### src/rtl/sprite_pkg.sv
// Shared definitions for the sprite scan engine: object-word field positions,
// scan FSM state encoding and the size-code to row-height mapping.
package sprite_pkg;

    typedef enum logic [2:0] {
        ST_IDLE,
        ST_RD_W1,
        ST_RD_W0,
        ST_TEST,
        ST_EMIT,
        ST_DONE
    } state_t;

    // Word 1 field positions (attribute word)
    localparam int W1_SIZE_X_LSB = 24;
    localparam int W1_SIZE_Y_LSB = 21;
    localparam int W1_HFLIP      = 20;
    localparam int W1_VFLIP      = 19;
    localparam int W1_Z_LSB      = 17;
    localparam int W1_ACTIVE     = 16;

    // Word 0 field positions (tile / placement word)
    localparam int W0_PAL_LSB    = 25;
    localparam int W0_TABLE      = 24;
    localparam int W0_TILE_X_LSB = 20;
    localparam int W0_TILE_Y_LSB = 16;

    // Object height in rows: 8 rows per size step, size code 0 is 8 rows.
    function automatic logic [6:0] sprite_height(input logic [2:0] size_code);
        return {1'b0, size_code, 3'b000} + 7'd8;
    endfunction

endpackage

### src/rtl/sprite_row_test.sv
// Combinational scanline intersection test for one object: row offset,
// object height, hit decision and the vertically flipped row index.
module sprite_row_test
    import sprite_pkg::*;
#(
    parameter int Y_W = 10
) (
    input  logic [Y_W-1:0] y_i,
    input  logic [Y_W-1:0] y_pos_i,
    input  logic [2:0]     size_y_i,
    input  logic           vflip_i,
    input  logic           active_i,
    output logic [Y_W-1:0] row_o,
    output logic [6:0]     height_o,
    output logic           hit_o,
    output logic [5:0]     spr_row_o
);

    // Row wraps modulo the coordinate space so objects straddling the top edge still hit.
    always_comb begin
        row_o     = y_i - y_pos_i;
        height_o  = sprite_height(size_y_i);
        hit_o     = active_i && (row_o < Y_W'(height_o));
        spr_row_o = vflip_i ? (height_o[5:0] - 6'd1 - row_o[5:0]) : row_o[5:0];
    end

endmodule

### src/rtl/sprite_scan_engine.sv
// Per-scanline sprite object walker: scans object RAM from a priority index
// with wrap-around, hands intersecting objects to the line buffer and keeps
// per-line hit/overflow/incomplete status.
module sprite_scan_engine
    import sprite_pkg::*;
#(
    parameter int IDX_W        = 8,
    parameter int MAX_PER_LINE = 32,
    parameter int Y_W          = 10,
    parameter int CNT_W        = 6
) (
    input  logic             clk,
    input  logic             rst,
    input  logic             scanline_start,
    input  logic [Y_W-1:0]   y,
    input  logic [IDX_W-1:0] sprite_priority,
    output logic [IDX_W:0]   ram_addr,
    input  logic [31:0]      ram_data,
    output logic             spr_valid,
    input  logic             spr_ready,
    output logic [Y_W-1:0]   spr_x,
    output logic [5:0]       spr_row,
    output logic [2:0]       spr_size_x,
    output logic [2:0]       spr_size_y,
    output logic             spr_hflip,
    output logic [1:0]       spr_z,
    output logic [4:0]       spr_palette,
    output logic             spr_tile_table,
    output logic [3:0]       spr_tile_x,
    output logic [3:0]       spr_tile_y,
    output logic [CNT_W-1:0] hit_count,
    output logic             overflow,
    output logic             incomplete,
    output logic             scan_done
);

    localparam logic [IDX_W:0]   VISIT_END = {1'b1, {IDX_W{1'b0}}};
    localparam logic [CNT_W-1:0] HIT_LIMIT = CNT_W'(MAX_PER_LINE);

    state_t             state_q, state_d;
    logic [IDX_W-1:0]   idx_q, idx_d;
    logic [IDX_W:0]     visited_q, visited_d;
    logic [CNT_W-1:0]   hit_count_q, hit_count_d;
    logic               overflow_q, overflow_d;
    logic               incomplete_q, incomplete_d;
    logic [31:0]        word1_q, word1_d;
    logic               spr_valid_q, spr_valid_d;
    logic [Y_W-1:0]     spr_x_q, spr_x_d;
    logic [5:0]         spr_row_q, spr_row_d;
    logic [2:0]         spr_size_x_q, spr_size_x_d;
    logic [2:0]         spr_size_y_q, spr_size_y_d;
    logic               spr_hflip_q, spr_hflip_d;
    logic [1:0]         spr_z_q, spr_z_d;
    logic [4:0]         spr_palette_q, spr_palette_d;
    logic               spr_tile_table_q, spr_tile_table_d;
    logic [3:0]         spr_tile_x_q, spr_tile_x_d;
    logic [3:0]         spr_tile_y_q, spr_tile_y_d;
    logic               advance;

    logic [Y_W-1:0]     row_w;
    logic [6:0]         height_w;
    logic               hit_w;
    logic [5:0]         row_map_w;
    logic               unused_bits;

    sprite_row_test #(.Y_W(Y_W)) u_row_test (
        .y_i       (y),
        .y_pos_i   (word1_q[Y_W-1:0]),
        .size_y_i  (word1_q[W1_SIZE_Y_LSB +: 3]),
        .vflip_i   (word1_q[W1_VFLIP]),
        .active_i  (word1_q[W1_ACTIVE]),
        .row_o     (row_w),
        .height_o  (height_w),
        .hit_o     (hit_w),
        .spr_row_o (row_map_w)
    );

    assign unused_bits = ^{word1_q[31:27], word1_q[15:Y_W], ram_data[31:30],
                           ram_data[15:Y_W], row_w, height_w};

    // The address only toggles between the two words of the current index, so it is stable while stalled in EMIT.
    assign ram_addr       = {idx_q, state_q == ST_RD_W1};
    assign spr_valid      = spr_valid_q;
    assign spr_x          = spr_x_q;
    assign spr_row        = spr_row_q;
    assign spr_size_x     = spr_size_x_q;
    assign spr_size_y     = spr_size_y_q;
    assign spr_hflip      = spr_hflip_q;
    assign spr_z          = spr_z_q;
    assign spr_palette    = spr_palette_q;
    assign spr_tile_table = spr_tile_table_q;
    assign spr_tile_x     = spr_tile_x_q;
    assign spr_tile_y     = spr_tile_y_q;
    assign hit_count      = hit_count_q;
    assign overflow       = overflow_q;
    assign incomplete     = incomplete_q;
    assign scan_done      = (state_q == ST_DONE);

    // Scan sequencing: read both words, test, emit, then advance; a new scanline start overrides everything.
    always_comb begin
        state_d          = state_q;
        idx_d            = idx_q;
        visited_d        = visited_q;
        hit_count_d      = hit_count_q;
        overflow_d       = overflow_q;
        incomplete_d     = incomplete_q;
        word1_d          = word1_q;
        spr_valid_d      = spr_valid_q;
        spr_x_d          = spr_x_q;
        spr_row_d        = spr_row_q;
        spr_size_x_d     = spr_size_x_q;
        spr_size_y_d     = spr_size_y_q;
        spr_hflip_d      = spr_hflip_q;
        spr_z_d          = spr_z_q;
        spr_palette_d    = spr_palette_q;
        spr_tile_table_d = spr_tile_table_q;
        spr_tile_x_d     = spr_tile_x_q;
        spr_tile_y_d     = spr_tile_y_q;
        advance          = 1'b0;

        case (state_q)
            ST_IDLE: ;
            ST_RD_W1: state_d = ST_RD_W0;
            ST_RD_W0: begin
                word1_d = ram_data;
                state_d = ST_TEST;
            end
            ST_TEST: begin
                if (hit_w) begin
                    spr_x_d          = ram_data[Y_W-1:0];
                    spr_row_d        = row_map_w;
                    spr_size_x_d     = word1_q[W1_SIZE_X_LSB +: 3];
                    spr_size_y_d     = word1_q[W1_SIZE_Y_LSB +: 3];
                    spr_hflip_d      = word1_q[W1_HFLIP];
                    spr_z_d          = word1_q[W1_Z_LSB +: 2];
                    spr_palette_d    = ram_data[W0_PAL_LSB +: 5];
                    spr_tile_table_d = ram_data[W0_TABLE];
                    spr_tile_x_d     = ram_data[W0_TILE_X_LSB +: 4];
                    spr_tile_y_d     = ram_data[W0_TILE_Y_LSB +: 4];
                    spr_valid_d      = 1'b1;
                    state_d          = ST_EMIT;
                end else begin
                    advance = 1'b1;
                end
            end
            ST_EMIT: begin
                if (spr_ready) begin
                    hit_count_d = hit_count_q + 1'b1;
                    spr_valid_d = 1'b0;
                    advance     = 1'b1;
                end
            end
            ST_DONE: ;
            default: state_d = ST_IDLE;
        endcase

        if (advance) begin
            idx_d     = idx_q + 1'b1;
            visited_d = visited_q + 1'b1;
            if (visited_d == VISIT_END) begin
                state_d = ST_DONE;
            end else if (hit_count_d == HIT_LIMIT) begin
                overflow_d = 1'b1;
                state_d    = ST_DONE;
            end else begin
                state_d = ST_RD_W1;
            end
        end

        if (scanline_start) begin
            incomplete_d = (state_q != ST_IDLE) && (state_q != ST_DONE);
            idx_d        = sprite_priority;
            visited_d    = '0;
            hit_count_d  = '0;
            overflow_d   = 1'b0;
            spr_valid_d  = 1'b0;
            state_d      = ST_RD_W1;
        end
    end

    // State and output registers with synchronous active-low reset.
    always_ff @(posedge clk) begin
        if (!rst) begin
            state_q          <= ST_IDLE;
            idx_q            <= '0;
            visited_q        <= '0;
            hit_count_q      <= '0;
            overflow_q       <= 1'b0;
            incomplete_q     <= 1'b0;
            word1_q          <= '0;
            spr_valid_q      <= 1'b0;
            spr_x_q          <= '0;
            spr_row_q        <= '0;
            spr_size_x_q     <= '0;
            spr_size_y_q     <= '0;
            spr_hflip_q      <= 1'b0;
            spr_z_q          <= '0;
            spr_palette_q    <= '0;
            spr_tile_table_q <= 1'b0;
            spr_tile_x_q     <= '0;
            spr_tile_y_q     <= '0;
        end else begin
            state_q          <= state_d;
            idx_q            <= idx_d;
            visited_q        <= visited_d;
            hit_count_q      <= hit_count_d;
            overflow_q       <= overflow_d;
            incomplete_q     <= incomplete_d;
            word1_q          <= word1_d;
            spr_valid_q      <= spr_valid_d;
            spr_x_q          <= spr_x_d;
            spr_row_q        <= spr_row_d;
            spr_size_x_q     <= spr_size_x_d;
            spr_size_y_q     <= spr_size_y_d;
            spr_hflip_q      <= spr_hflip_d;
            spr_z_q          <= spr_z_d;
            spr_palette_q    <= spr_palette_d;
            spr_tile_table_q <= spr_tile_table_d;
            spr_tile_x_q     <= spr_tile_x_d;
            spr_tile_y_q     <= spr_tile_y_d;
        end
    end

endmodule

### config.mk
export PLATFORM = sky130hd
export DESIGN_NAME = sprite_scan_engine
export DESIGN_NICKNAME = d
export VERILOG_FILES = /design/src/rtl/sprite_pkg.sv /design/src/rtl/sprite_row_test.sv /design/src/rtl/sprite_scan_engine.sv
export SDC_FILE = /design/constraint.sdc
export NUM_CORES = 1
export LEC_CHECK = 0
export BUFFER_PORTS_ARGS = -buffer_cell sky130_fd_sc_hd__buf_2
export CORE_MARGIN = 4
export CORE_UTILIZATION = 49
export CTS_BUF_LIST = sky130_fd_sc_hd__clkbuf_16
export CTS_CLUSTER_DIAMETER = 50
export DETAILED_ROUTE_END_ITERATION = 8
export PLACE_DENSITY = 0.74
export SYNTH_ARGS = -nofsm -noshare
export SYNTH_HDL_FRONTEND = slang
export SYNTH_HIERARCHICAL = 1
export SYNTH_SLANG_ARGS = --single-unit
### constraint.sdc
create_clock -name clk -period 4.83 [get_ports clk]
set_input_delay 0.966 -clock clk [delete_from_list [all_inputs] [get_ports clk]]
set_output_delay 0.966 -clock clk [all_outputs]
set_load 0.02 [all_outputs]
After elaboration in Yosys (flattened, before gate mapping):

Index checks and enable logic that the tools add are counted.

* word-level logic and storage cells: 73
* bits of input ports: 54
* register bits: 95
* output and inout bits: 58

* add/sub/neg operators: 7
* multiplexer cells: 17
* equality and inequality tests: 14
* $lt $le $gt $ge: 1
* bitwise logic cells: 2
* reduce and logical (&&, ||, !) cells: 13

Operators with widths (number)
* 2-to-1 mux 6 bit: 3
* 2-to-1 mux 8 bit: 2
* 2-to-1 mux 3 bit: 4
* one-hot mux 3 bit (4 select lines): 1
* < comparator 10 x 7 -> 1 bit: 1
* subtractor 10 bit: 1
* adder 9 x 1 -> 9 bit (second input constant): 1
* == test 9 bit (second input constant): 1
* adder 8 x 1 -> 8 bit (second input constant): 1
* adder 6 x 4 -> 7 bit (second input constant): 1
* adder 6 x 1 -> 6 bit (second input constant): 1
* == test 3 x 2 -> 1 bit (second input constant): 2
* == test 3 bit (second input constant): 2
* == test 6 bit (second input constant): 1
* inequality test 3 bit (second input constant): 2
* AND reduction 2 bit: 3
* AND reduction 3 bit: 2
* subtractor 6 x 1 -> 6 bit (second input constant): 1
* subtractor 6 bit: 1
* 2-to-1 mux 1 bit: 5
* inequality test 2 bit (second input constant): 2
* inequality test 4 bit (second input constant): 1
* one-hot mux 1 bit (2 select lines): 2
* nonzero test 2 bit: 2
* other kinds (9): 11

Depth between registers and ports, before layout:

* depth in word-level cells: 8
* mapped depth: 19

Cells and area by module:

The synthesis kept the hierarchy.

By module, submodules not included
* sprite_scan_engine: times used 1, sequential area each 1781.7 um^2, area each 3717.3 um^2, cells an instance 434
* sprite_row_test: times used 1, sequential area each 0.0 um^2, area each 778.2 um^2, cells an instance 103

Least setup slack after synthesis:

Ideal clock, no wire load.

* kind: input to register
* start point: input port y[0]
* end point: register state_q[0]
* library setup time: 0.125 ns
* slack: 0.778 ns
* cell stages on the path: 17
* path buffers: 1
* arrival: 3.927 ns
* data required time: 4.705 ns
* cell sequence: inv_1 > ha_1 > inv_1 > fa_1 > nand3_1 > nand2_1 > xnor2_1 > ha_1 > nor2b_1 > o21a_1 > o21ai_0 > o2111ai_1 > nor4_2 > and4bb_2 > or2_1 > buf_2 > o41a_1

* longest elaborated chain between the ends: 7
* elaborated cells between the ends (all ways): 10
* classes of those cells: add/sub: 1; order compare: 1; eq/ne: 2; mux: 4; reduce/logical: 2

Ends and longest elaborated chain
* from (decl): RTL line sprite_scan_engine.sv:15 `input logic [Y_W-1:0] y,`
* subtractor 10 bit *: RTL line sprite_row_test.sv:21 `row_o = y_i - y_pos_i;`
* < comparator 10 x 7 -> 1 bit *: RTL line sprite_row_test.sv:23 `hit_o = active_i && (row_o < Y_W'(height_o));`
* logical AND 1 bit *: RTL line sprite_row_test.sv:23
* via hit_w: RTL line sprite_scan_engine.sv:62 `logic hit_w;`
* 2-to-1 mux 1 bit: RTL line sprite_scan_engine.sv:129 `if (hit_w) begin`
* one-hot mux 1 bit (2 select lines): RTL line sprite_scan_engine.sv:121 `case (state_q)`
* inequality test 4 bit (no line), or another cell as far along
* AND reduction 2 bit (no line) / 2-to-1 mux 1 bit (equally long branches)
* to (signal assigned): RTL line sprite_scan_engine.sv:203 `state_q <= state_d;`
* to (decl): RTL line sprite_scan_engine.sv:40 `state_t state_q, state_d;`

The timed path passes the listed nets; every way through them passes the cells marked *.
A chain may end at the register's enable or synchronous reset.

Worst setup path in the final report:

* start point: input port y[0]
* end point: register idx_q[1]

* longest elaborated chain between the ends: 6

Ends and longest elaborated chain
* subtractor 10 bit: RTL line sprite_row_test.sv:21
* < comparator 10 x 7 -> 1 bit: RTL line sprite_row_test.sv:23
* logical AND 1 bit: RTL line sprite_row_test.sv:23
* via hit_w: RTL line sprite_scan_engine.sv:62
* 2-to-1 mux 1 bit: RTL line sprite_scan_engine.sv:129
* one-hot mux 1 bit (2 select lines): RTL line sprite_scan_engine.sv:121
* nonzero test 2 bit (no line)
* to (signal assigned): RTL line sprite_scan_engine.sv:204 `idx_q <= idx_d;`
* to (decl): RTL line sprite_scan_engine.sv:41 `logic [IDX_W-1:0] idx_q, idx_d;`

The timed path passes the listed nets, and every way through them passes these cells.

==> results.tsv <==
metric	value	unit
grt_pass1_vias	3740	
path_max_fanout	8	
rr_startpoint	word1_q[0]$_SDFFE_PN0P_	
die_w	103	um
setup_viol	0	
timing.final.ws_setup	0.504	ns
critPathRequiredTime	5.06	ns
drtPass1Iterations	4	
fmax	231	MHz
rows	34	
pwr_density_cell	306	mW/mm^2
cp-start-kind	input pin	
period_share	89.6	%
start_util	50.8	%
critPathArrivalTime	4.55	ns
r2r_slack	0.93	ns
grt_util_all_layers	20.1	%
cts_buffer_depth	2	
hold_path_class	reg2reg	
clkLatencyLatePin	0.34	ns
holdBufCountCts	0	
post-route-min-period	4.33	ns
drive_gt1_share	23.2	%
hold_violations	0	
synth_fp_nets	603	
synth_warnings	6	
dp_hpwl	7350	um
rsz0062_at_grt	false	
htree_levels	3	
r2r_cells	17	
route.vias.total	3887	
cts-root-buf	clkbuf_16	
skew	0.00755	ns
status	completed	
syn_avg_cell_area	8.42	um^2
critPathLaunch	y[0]	
cts_setup_buffers	0	
routedWlPerCell	14.3	um
hold_depth	2	
grt.overflow.total	0	
cap_violations	0	
relSlewSlack	55.2	%
wl	10400	um
path_class	in2reg	
endpoint	idx_q[1]$_SDFFE_PN0P_	
cts_tree	yes	
io_pins	112	
cts_buffers	9	
worstSetupEndpointType	flip-flop	
dieHeight	103	um
final_core_util	60.8	%
rr_endpoint	idx_q[1]$_SDFFE_PN0P_	
place_congestion	0.877	
cts.clk_slew.worst_paths	0.07	ns
syn_to_final_growth	19.8	%
viasPerCell	5.31	
ant_nets	0	
synth_area	0.00445	mm^2
final_nets	694	
grt_start_max_net_pins	72	
netlist_instances	528	
ir_drop	159	uV
core	0.00876	mm^2
place_ws	0.144	ns
die_area	0.0107	mm^2
finalSetupTns	0	ns
finalPower	1.63	mW
grt_pass1_wl	17200	um
antenna_found_initial	0	
cts.sinks	89	
n_antenna_cell	0	
slew_viol_final	0	
p_leak	2.09	nW
drtIter0Drc	161	
portBuffers	103	
drc	0	
post_cts_resized	0	
worst_pin_slew	0.672	ns
-- routing by layer --
metal	wire length, um	vias up	track usage, %	share of wire [%]
li1	-	1968	-	-
met1	4850	1820	26.4	46
met2	4990	91	33.3	48
met3	508	8	4.16	4.9
met4	91	0	6.08	0.87
met5	0	-	0	0
-- stage by stage --
step / instance area (um^2) / hold slack [ns] / std cells
after floorplan: 4450 / 0.441 / 528
after global placement: 5030 / 0.449 / 716
after detailed placement: 5030 / 0.455 / 716
after CTS: 5330 / 0.464 / 732
after global routing: 5330 / 0.485 / 732
final: 5330 / 0.463 / 732
-- placed cells by master (no fill, tap or decap), types with 2 or more instances in the layout --
cell	instances
nand2b_1	2
a21oi_1	13
and2_1	2
nand3_1	7
inv_6	2
inv_1	21
clkinvlp_4	2
nor3_1	6
fa_1	2
buf_2	103
dfxtp_1	89
xnor2_1	16
nor2_1	21
clkbuf_16	9
o21ai_0	19
nor2b_1	5
buf_4	7
or4b_2	2
nand2_1	135
or2_2	2
o211ai_1	2
a21boi_0	60
mux2i_1	6
a211oi_1	2
ha_1	19
nor4_2	2
o21a_1	2
xor2_1	14
nand4_1	11
nor4b_1	3
and3_1	3
or3_1	2
-- report_power, final --
group	internal [mW]	leakage, nW	switching, mW
registers	0.744	0.720	0.0120
logic	0.0753	1.23	0.0922
clock network	0.406	0.146	0.303
-- critical path: stages --
cell,delay [ns]
buf_2,0.09
inv_1,0.05
ha_1,0.17
inv_1,0.06
fa_1,0.39
nand3_1,0.11
nand2_1,0.09
xnor2_1,0.33
ha_1,0.30
nor2b_1,0.13
o21a_1,0.15
o21ai_0,0.15
o2111ai_1,0.14
nor4_2,0.30
and4bb_2,0.31
or2_1,0.35
mux2i_1,0.19
o21ai_0,0.09
and2_1,0.16
-- flip-flops by register name, summed over array words and instances (netlist names) --
name	count
word1_q	21
spr_size_y	3
spr_row	6
incomplete	1
spr_tile_y	4
spr_hflip	1
visited_q	9
hit_count	6
spr_palette	5
spr_x	10
overflow	1
spr_z	2
idx_q	8
spr_tile_table	1
spr_tile_x	4
spr_size_x	3
state_q	3
spr_valid	1
-- worst min-delay path by stage --
stage | to | slack (ns) | start
2_1_floorplan | spr_hflip$_SDFFE_PN0P_ | 0.44 | word1_q[20]$_SDFFE_PN0P_
3_3_place_gp | spr_palette[4]$_SDFFE_PN0P_ | 0.45 | spr_palette[4]$_SDFFE_PN0P_
3_5_place_dp | overflow$_SDFFE_PP0P_ | 0.45 | overflow$_SDFFE_PP0P_
4_1_cts | spr_z[0]$_SDFFE_PN0P_ | 0.46 | word1_q[17]$_SDFFE_PN0P_
5_1_grt | spr_palette[3]$_SDFFE_PN0P_ | 0.48 | spr_palette[3]$_SDFFE_PN0P_
6_report | spr_tile_x[0]$_SDFFE_PN0P_ | 0.46 | spr_tile_x[0]$_SDFFE_PN0P_
-- cell type report --
type                            instances  area, um^2
Fill cell                             813        3430
Multi-Input combinational cell        389        2470
Sequential cell                        89        1780
Timing Repair Buffer                  110         568
Clock buffer                            9         225
Tap cell                              108         135
Clock inverter                          7        77.6
Inverter                               20        75.1
No activity file was read; power rests on OpenSTA's default activity.
